`src/rtl/alu_issue_pkg.sv`:
```
// Shared constants and types for the single-issue ALU block.
package alu_issue_pkg;

  localparam logic [3:0] OP_ADD = 4'b1000;
  localparam logic [3:0] OP_SUB = 4'b0100;
  localparam logic [3:0] OP_MUL = 4'b0010;
  localparam logic [3:0] OP_DIV = 4'b0001;

  localparam int unsigned DIV_ITERS = 32;
  localparam int unsigned DIV_CNT_W = $clog2(DIV_ITERS);

  typedef enum logic [1:0] {
    S_IDLE,
    S_EXEC,
    S_DIV,
    S_RESP
  } state_e;

endpackage

```
`src/rtl/alu_issue_if.sv`:
```
// Request/response handshake bundle between a requester and alu_issue.
interface alu_issue_if;

  logic        req_valid;
  logic        req_ready;
  logic [31:0] req_rs;
  logic [31:0] req_rt;
  logic [3:0]  req_op;
  logic        resp_valid;
  logic        resp_ready;
  logic [31:0] resp_rd;
  logic        resp_dz;
  logic        resp_illegal;

  modport master (
    output req_valid, req_rs, req_rt, req_op, resp_ready,
    input  req_ready, resp_valid, resp_rd, resp_dz, resp_illegal
  );

  modport slave (
    input  req_valid, req_rs, req_rt, req_op, resp_ready,
    output req_ready, resp_valid, resp_rd, resp_dz, resp_illegal
  );

endinterface

```
`src/rtl/alu_issue_alu.sv`:
```
// Combinational add/sub/mul unit; any non-sub/mul opcode computes add.
module alu_issue_alu
  import alu_issue_pkg::*;
(
  input  logic [31:0] rs,
  input  logic [31:0] rt,
  input  logic [3:0]  op,
  output logic [31:0] rd
);

  // Select the operation; results wrap to the low 32 bits.
  always_comb begin
    rd = rs + rt;
    case (op)
      OP_SUB:  rd = rs - rt;
      OP_MUL:  rd = rs * rt;
      default: rd = rs + rt;
    endcase
  end

endmodule

```
`src/rtl/alu_issue.sv`:
```
// Single-issue ALU with valid/ready handshakes and a 32-cycle restoring divider.
module alu_issue
  import alu_issue_pkg::*;
(
  input  logic         clk,
  input  logic         rst,
  alu_issue_if.slave   bus
);

  state_e                 state_q;
  logic                   exec_stage_q;
  logic [31:0]            rs_q;
  logic [31:0]            rt_q;
  logic [3:0]             op_q;
  logic [31:0]            alu_q;
  logic [31:0]            div_quo_q;
  logic [31:0]            div_rem_q;
  logic [DIV_CNT_W-1:0]   div_cnt_q;
  logic                   req_ready_q;
  logic                   resp_valid_q;
  logic [31:0]            resp_rd_q;
  logic                   resp_dz_q;
  logic                   resp_illegal_q;

  logic [31:0]            alu_rd;
  logic [32:0]            rem_shift;
  logic [32:0]            rem_diff;
  logic                   div_take;
  logic [31:0]            rem_next;
  logic [31:0]            quo_next;
  logic                   op_is_div;
  logic                   op_legal;

  alu_issue_alu u_alu (
    .rs (rs_q),
    .rt (rt_q),
    .op (op_q),
    .rd (alu_rd)
  );

  // Opcode decode of the registered request.
  always_comb begin
    op_is_div = (op_q == OP_DIV);
    op_legal  = (op_q == OP_ADD) || (op_q == OP_SUB) ||
                (op_q == OP_MUL) || (op_q == OP_DIV);
  end

  // One restoring-division step: shift in the next dividend bit, subtract if no borrow.
  always_comb begin
    rem_shift = {div_rem_q, div_quo_q[31]};
    rem_diff  = rem_shift - {1'b0, rt_q};
    div_take  = ~rem_diff[32];
    rem_next  = div_take ? rem_diff[31:0] : rem_shift[31:0];
    quo_next  = {div_quo_q[30:0], div_take};
  end

  // Control FSM with registered handshake and response outputs.
  // EXEC spends two cycles: the first latches the ALU result, the second
  // routes to DIV or RESP, giving the fixed two-edge response latency.
  always_ff @(posedge clk) begin
    if (rst) begin
      state_q        <= S_IDLE;
      exec_stage_q   <= 1'b0;
      rs_q           <= '0;
      rt_q           <= '0;
      op_q           <= '0;
      alu_q          <= '0;
      div_quo_q      <= '0;
      div_rem_q      <= '0;
      div_cnt_q      <= '0;
      req_ready_q    <= 1'b1;
      resp_valid_q   <= 1'b0;
      resp_rd_q      <= '0;
      resp_dz_q      <= 1'b0;
      resp_illegal_q <= 1'b0;
    end else begin
      case (state_q)
        S_IDLE: begin
          if (bus.req_valid && req_ready_q) begin
            rs_q         <= bus.req_rs;
            rt_q         <= bus.req_rt;
            op_q         <= bus.req_op;
            exec_stage_q <= 1'b0;
            req_ready_q  <= 1'b0;
            state_q      <= S_EXEC;
          end
        end
        S_EXEC: begin
          if (!exec_stage_q) begin
            alu_q        <= alu_rd;
            exec_stage_q <= 1'b1;
          end else if (op_is_div && (rt_q != '0)) begin
            div_quo_q <= rs_q;
            div_rem_q <= '0;
            div_cnt_q <= '0;
            state_q   <= S_DIV;
          end else begin
            resp_valid_q   <= 1'b1;
            resp_rd_q      <= op_is_div ? '1 : alu_q;
            resp_dz_q      <= op_is_div;
            resp_illegal_q <= ~op_legal;
            state_q        <= S_RESP;
          end
        end
        S_DIV: begin
          div_rem_q <= rem_next;
          div_quo_q <= quo_next;
          div_cnt_q <= div_cnt_q + 1'b1;
          if (div_cnt_q == DIV_CNT_W'(DIV_ITERS - 1)) begin
            resp_valid_q   <= 1'b1;
            resp_rd_q      <= quo_next;
            resp_dz_q      <= 1'b0;
            resp_illegal_q <= 1'b0;
            state_q        <= S_RESP;
          end
        end
        S_RESP: begin
          if (bus.resp_ready) begin
            resp_valid_q <= 1'b0;
            req_ready_q  <= 1'b1;
            state_q      <= S_IDLE;
          end
        end
        default: begin
          state_q <= S_IDLE;
        end
      endcase
    end
  end

  assign bus.req_ready    = req_ready_q;
  assign bus.resp_valid   = resp_valid_q;
  assign bus.resp_rd      = resp_rd_q;
  assign bus.resp_dz      = resp_dz_q;
  assign bus.resp_illegal = resp_illegal_q;

endmodule

```
`src/flat_wrapper.sv`:
```
// flat-port wrapper written by rule: the top's interface ports become plain ports
module alu_issue_flat import alu_issue_pkg::*;
  (clk, rst, bus_req_valid, bus_req_rs, bus_req_rt, bus_req_op, bus_resp_ready, bus_req_ready, bus_resp_valid, bus_resp_rd, bus_resp_dz, bus_resp_illegal);
  alu_issue_if bus_i ();
  input  logic clk;
  input  logic rst;
  input wire logic [$bits(bus_i.req_valid)-1:0] bus_req_valid;
  input wire logic [$bits(bus_i.req_rs)-1:0] bus_req_rs;
  input wire logic [$bits(bus_i.req_rt)-1:0] bus_req_rt;
  input wire logic [$bits(bus_i.req_op)-1:0] bus_req_op;
  input wire logic [$bits(bus_i.resp_ready)-1:0] bus_resp_ready;
  output wire logic [$bits(bus_i.req_ready)-1:0] bus_req_ready;
  output wire logic [$bits(bus_i.resp_valid)-1:0] bus_resp_valid;
  output wire logic [$bits(bus_i.resp_rd)-1:0] bus_resp_rd;
  output wire logic [$bits(bus_i.resp_dz)-1:0] bus_resp_dz;
  output wire logic [$bits(bus_i.resp_illegal)-1:0] bus_resp_illegal;
  assign bus_i.req_valid = bus_req_valid;
  assign bus_i.req_rs = bus_req_rs;
  assign bus_i.req_rt = bus_req_rt;
  assign bus_i.req_op = bus_req_op;
  assign bus_i.resp_ready = bus_resp_ready;
  assign bus_req_ready = bus_i.req_ready;
  assign bus_resp_valid = bus_i.resp_valid;
  assign bus_resp_rd = bus_i.resp_rd;
  assign bus_resp_dz = bus_i.resp_dz;
  assign bus_resp_illegal = bus_i.resp_illegal;
  alu_issue u_core (.clk(clk), .rst(rst), .bus(bus_i));
endmodule
```
`config.mk`:
```
export PLATFORM = sky130hd
export DESIGN_NAME = alu_issue_flat
export DESIGN_NICKNAME = d
export VERILOG_FILES = /design/src/rtl/alu_issue_pkg.sv /design/src/rtl/alu_issue_if.sv /design/src/rtl/alu_issue_alu.sv /design/src/rtl/alu_issue.sv /design/src/flat_wrapper.sv
export SDC_FILE = /design/constraint.sdc
export NUM_CORES = 2
export LEC_CHECK = 0
export CAP_MARGIN = 20
export CORE_ASPECT_RATIO = 0.75
export CORE_UTILIZATION = 30
export CTS_CLUSTER_DIAMETER = 30
export DETAILED_ROUTE_END_ITERATION = 8
export PLACE_DENSITY = 0.43
export SLEW_MARGIN = 20
export SYNTH_ARGS = -nofsm -noshare
export SYNTH_HDL_FRONTEND = slang
export SYNTH_SLANG_ARGS = --single-unit
export TNS_END_PERCENT = 50
```
`constraint.sdc`:
```
create_clock -name clk -period 6.4 [get_ports clk]
set_input_delay 1.28 -clock clk [delete_from_list [all_inputs] [get_ports clk]]
set_output_delay 1.28 -clock clk [all_outputs]
set_load 0.005 [all_outputs]
```
==> flow_summary.yaml <==
status:
  status: "complete, but fails checks"
  violations: "design-rule violations, negative setup slack"
worst_hold_path:
  whs_endpoint: "u_core.bus.resp_rd[25]$_SDFFE_PP0P_"
  min-delay-start: "u_core.bus.resp_rd[25]$_SDFFE_PP0P_"
  hold_class: "reg2reg"
  min_path_cells: 2
floorplan:
  rows: 97
  die_x_um: 357
  fp.coreArea_um2: 93500
  ios: 108
  die_height_um: 268
  initial_core_util_pct: 30.3
  dieArea_um2: 95600
finish:
  design_area_um2: 35500
  drive_gt1_share_pct: 15.7
  multi_input_area_um2: 22300
  fin_util_pct: 38.0
  fillers: 9632
  layout.cells.non_filler: 4875
  final_nets: 4269
  syn2layout_area_growth_pct: 25.4
  register_area_um2: 4210
synth:
  synth_edf_count: 0
  yosysTopAreaCellShare_pct: 29.0
  yosys_warnings: 0
  seq_area_frac_synth_pct: 14.7
  synth.area.top_cells: "fa_1, dfxtp_1, ha_1"
  yosysUniqueCellTypes: 79
  syn_area_um2: 28300
  synthesis.nets: 3997
  syn_inst: 3320
  synth_seq_cells: 208
  syn_avg_cell_area_um2: 8.53
  yosysTopAreaCell: "fa_1"
  ys.flop_type: "dfxtp_1"
  synthArstFlopShare_pct: 0
power_and_ir_drop:
  totalPowerFinal_mw: 11.5
  total_leakage_power_nw: 15.7
  peakVddDrop_v: 0.000246
  power-per-cell-area_nw_per_um2: 323
timing:
  maxSlewViolCount: 0
  post-route-period-util_pct: 105
  finalSetupViolations: 14
  finalWorstSetupSlack_ns: -0.307
  fin_crit_ns: 6.71
  setup_tns_ns: -2.88
  relSlewSlack_pct: 32.0
  max_freq_ghz: 0.149
  worst_pin_slew_ns: 1.02
  fin_skew_ns: 0.0325
  rsz0062_at_grt: "true"
  final_hold_viol_count: 0
critical_path:
  r2r_slack_ns: -0.31
  worstSetupPathType: "reg2reg"
  crit_fanout: 7
  crit_arrival_ns: 7.20
  r2r_start: "u_core.rs_q[6]$_SDFFE_PP0P_"
  startpoint_type: "register"
  timing.rr.end: "u_core.alu_q[25]$_SDFFE_PP0P_"
  reg2regPathDepth: 25
  required_ns: 6.89
  end_kind: "register"
global_routing:
  grt_max_degree: 73
  grt_pass1_wl_um: 159000
  overflow: 0
  antenna_found_initial: 6
  first_global_vias: 24100
  grt_usage_pct: 22.3
detailed_routing:
  vias: 23800
  drt_first_pass_iters: 7
  postRouteAntennaNets: 0
  dr.first_iter.drc_count: 1727
  drc: 2
  drt-total-wl_um: 104000
  wl_per_cell_um: 21.4
  viasPerCell: 4.88
clock_tree:
  cts_root_buf: "clkbuf_16"
  htree_levels: 2
  clkSlewWorstSetupHoldPaths_ns: 0.06
  clock-sinks: 208
  hold_buffers: 0
  clk_latency_ns: 0.62
  cts_buffer_depth: 3
  cts_tree: "done"
  cts_made_buffers: 55
place:
  dpl-instance-area_um2: 32900
  port_buffers: 107
  place_congestion: 0.912
  dp.cells: 4758
  hpwl_um: 84900
flow_run:
  cap_violations: 0
[power by group]
group / total, mW / switching (mW) / internal (mW)
sequential: 1.95 / 0.357 / 1.59
clock: 2.81 / 1.00 / 1.81
combinational: 6.69 / 3.91 / 2.79
[metal layers]
layer | wire length, um | global-route usage, %
met1 | 54100 | 34.7
met2 | 42600 | 32.1
met3 | 6210 | 3.71
met4 | 1560 | 3.77
met5 | 34 | 0
[cells in the mapped netlist (13+ instances only)]
master	count
and3_1	15
xor2_1	39
clkbuf_1	182
o31ai_1	15
xnor2_1	120
or3_1	44
ha_1	195
and2_1	289
nor2_1	141
nor3_1	27
mux2i_1	63
a21oi_1	183
a21o_1	37
dfxtp_1	208
inv_1	434
o21ai_0	71
a211oi_2	30
nand3_1	22
fa_1	410
a211oi_1	24
o211ai_1	40
o21ai_1	13
o21a_1	17
nand2_1	488
a31oi_1	26
[critical path: stages, from the launching register on]
cell and delay (ns):
dfxtp_4 0.39, buf_12 0.17, and2_4 0.14, fa_1 0.51
inv_2 0.04, fa_1 0.47, fa_1 0.49, inv_1 0.05
fa_1 0.44, ha_1 0.30, ha_1 0.29, inv_2 0.04
fa_1 0.46, inv_1 0.05, fa_1 0.47, ha_2 0.22
or3_4 0.34, a21oi_1 0.17, buf_4 0.17, or3_4 0.15
a31oi_4 0.13, o211ai_1 0.28, nand4_1 0.21, a2111o_1 0.42
o211ai_1 0.12, nor2_1 0.08
[sequential cells by signal (all words and copies together) (netlist names), 4 cells and up]
| signal | cells |
|---|---|
| u_core.alu_q | 32 |
| u_core.bus.resp_rd | 32 |
| u_core.div_quo_q | 32 |
| u_core.div_rem_q | 32 |
| u_core.rs_q | 32 |
| u_core.rt_q | 32 |
| u_core.div_cnt_q | 5 |
| u_core.op_q | 4 |
[logic make-up after synthesis]
kind of cell,synth area share (%)
AND/OR/NAND/NOR,18.7
buffers and inverters,8.82
adder cells (fa/ha/maj),37.6
AO/OA/AOI/OAI,12.9
flip-flops,14.7
XOR/XNOR,5.00
multiplexers,2.23
[how the worst max path moves through the flow]
| stage | slack, ns | end | cells after the start | start |
|---|---|---|---|---|
| 4_1_cts | -0.34 | u_core.alu_q[22]$_SDFFE_PP0P_ | 24 | u_core.rs_q[6]$_SDFFE_PP0P_ |
| 3_3_place_gp | -0.59 | u_core.alu_q[30]$_SDFFE_PP0P_ | 22 | u_core.rs_q[7]$_SDFFE_PP0P_ |
| 3_5_place_dp | -0.61 | u_core.alu_q[30]$_SDFFE_PP0P_ | 22 | u_core.rs_q[7]$_SDFFE_PP0P_ |
| 2_1_floorplan | -0.01 | u_core.alu_q[31]$_SDFFE_PP0P_ | 23 | u_core.rt_q[4]$_SDFFE_PP0P_ |
| 6_report | -0.31 | u_core.alu_q[25]$_SDFFE_PP0P_ | 25 | u_core.rs_q[6]$_SDFFE_PP0P_ |
| 5_1_grt | -0.57 | u_core.alu_q[22]$_SDFFE_PP0P_ | 24 | u_core.rs_q[6]$_SDFFE_PP0P_ |
[placed cells by master (no fill, tap or decap), types with 15 or more instances in the layout]
master and count:
nand2_1 487, inv_1 424, fa_1 399, and2_1 280
buf_4 264, dfxtp_1 184, a21oi_1 175, ha_1 171
nor2_1 141, xnor2_1 117, clkdlybuf4s50_1 106, o21ai_0 65
mux2i_1 63, clkbuf_16 57, or3_1 42, o211ai_1 40
xor2_1 38, a21o_1 37, buf_12 36, a211oi_2 30
nor3_1 27, a211oi_1 24, a31oi_1 22, ha_4 22
nand3_1 20, o21ai_1 18, o21a_1 17, dfxtp_2 16
o31ai_1 15
[layout make-up]
type | count | area share (%)
multi-input combinational | 2471 | 62.7
sequential | 208 | 11.9
timing repair buffer | 420 | 11.1
inverter | 436 | 4.61
tap | 1237 | 4.36
clock buffer | 69 | 4.23
clock inverter | 31 | 1.05
antenna | 3 | 0.0212
[through the flow]
step	setup WS [ns]	hold WS [ns]
3_5_place_dp	-0.608	0.446
6_report	-0.307	0.451
4_1_cts	-0.336	0.455
3_3_place_gp	-0.589	0.441
5_1_grt	-0.569	0.463
2_1_floorplan	-0.0114	0.428
[timing repair]
action | 4_1_cts | 5_1_grt
gates resized for setup | 68 | 51
setup buffers | 11 | 3
pin swaps | 57 | 43
gates cloned | 1 | 1
setup endpoints to repair | 20 | 21
Power figures use the tool's default switching activity.
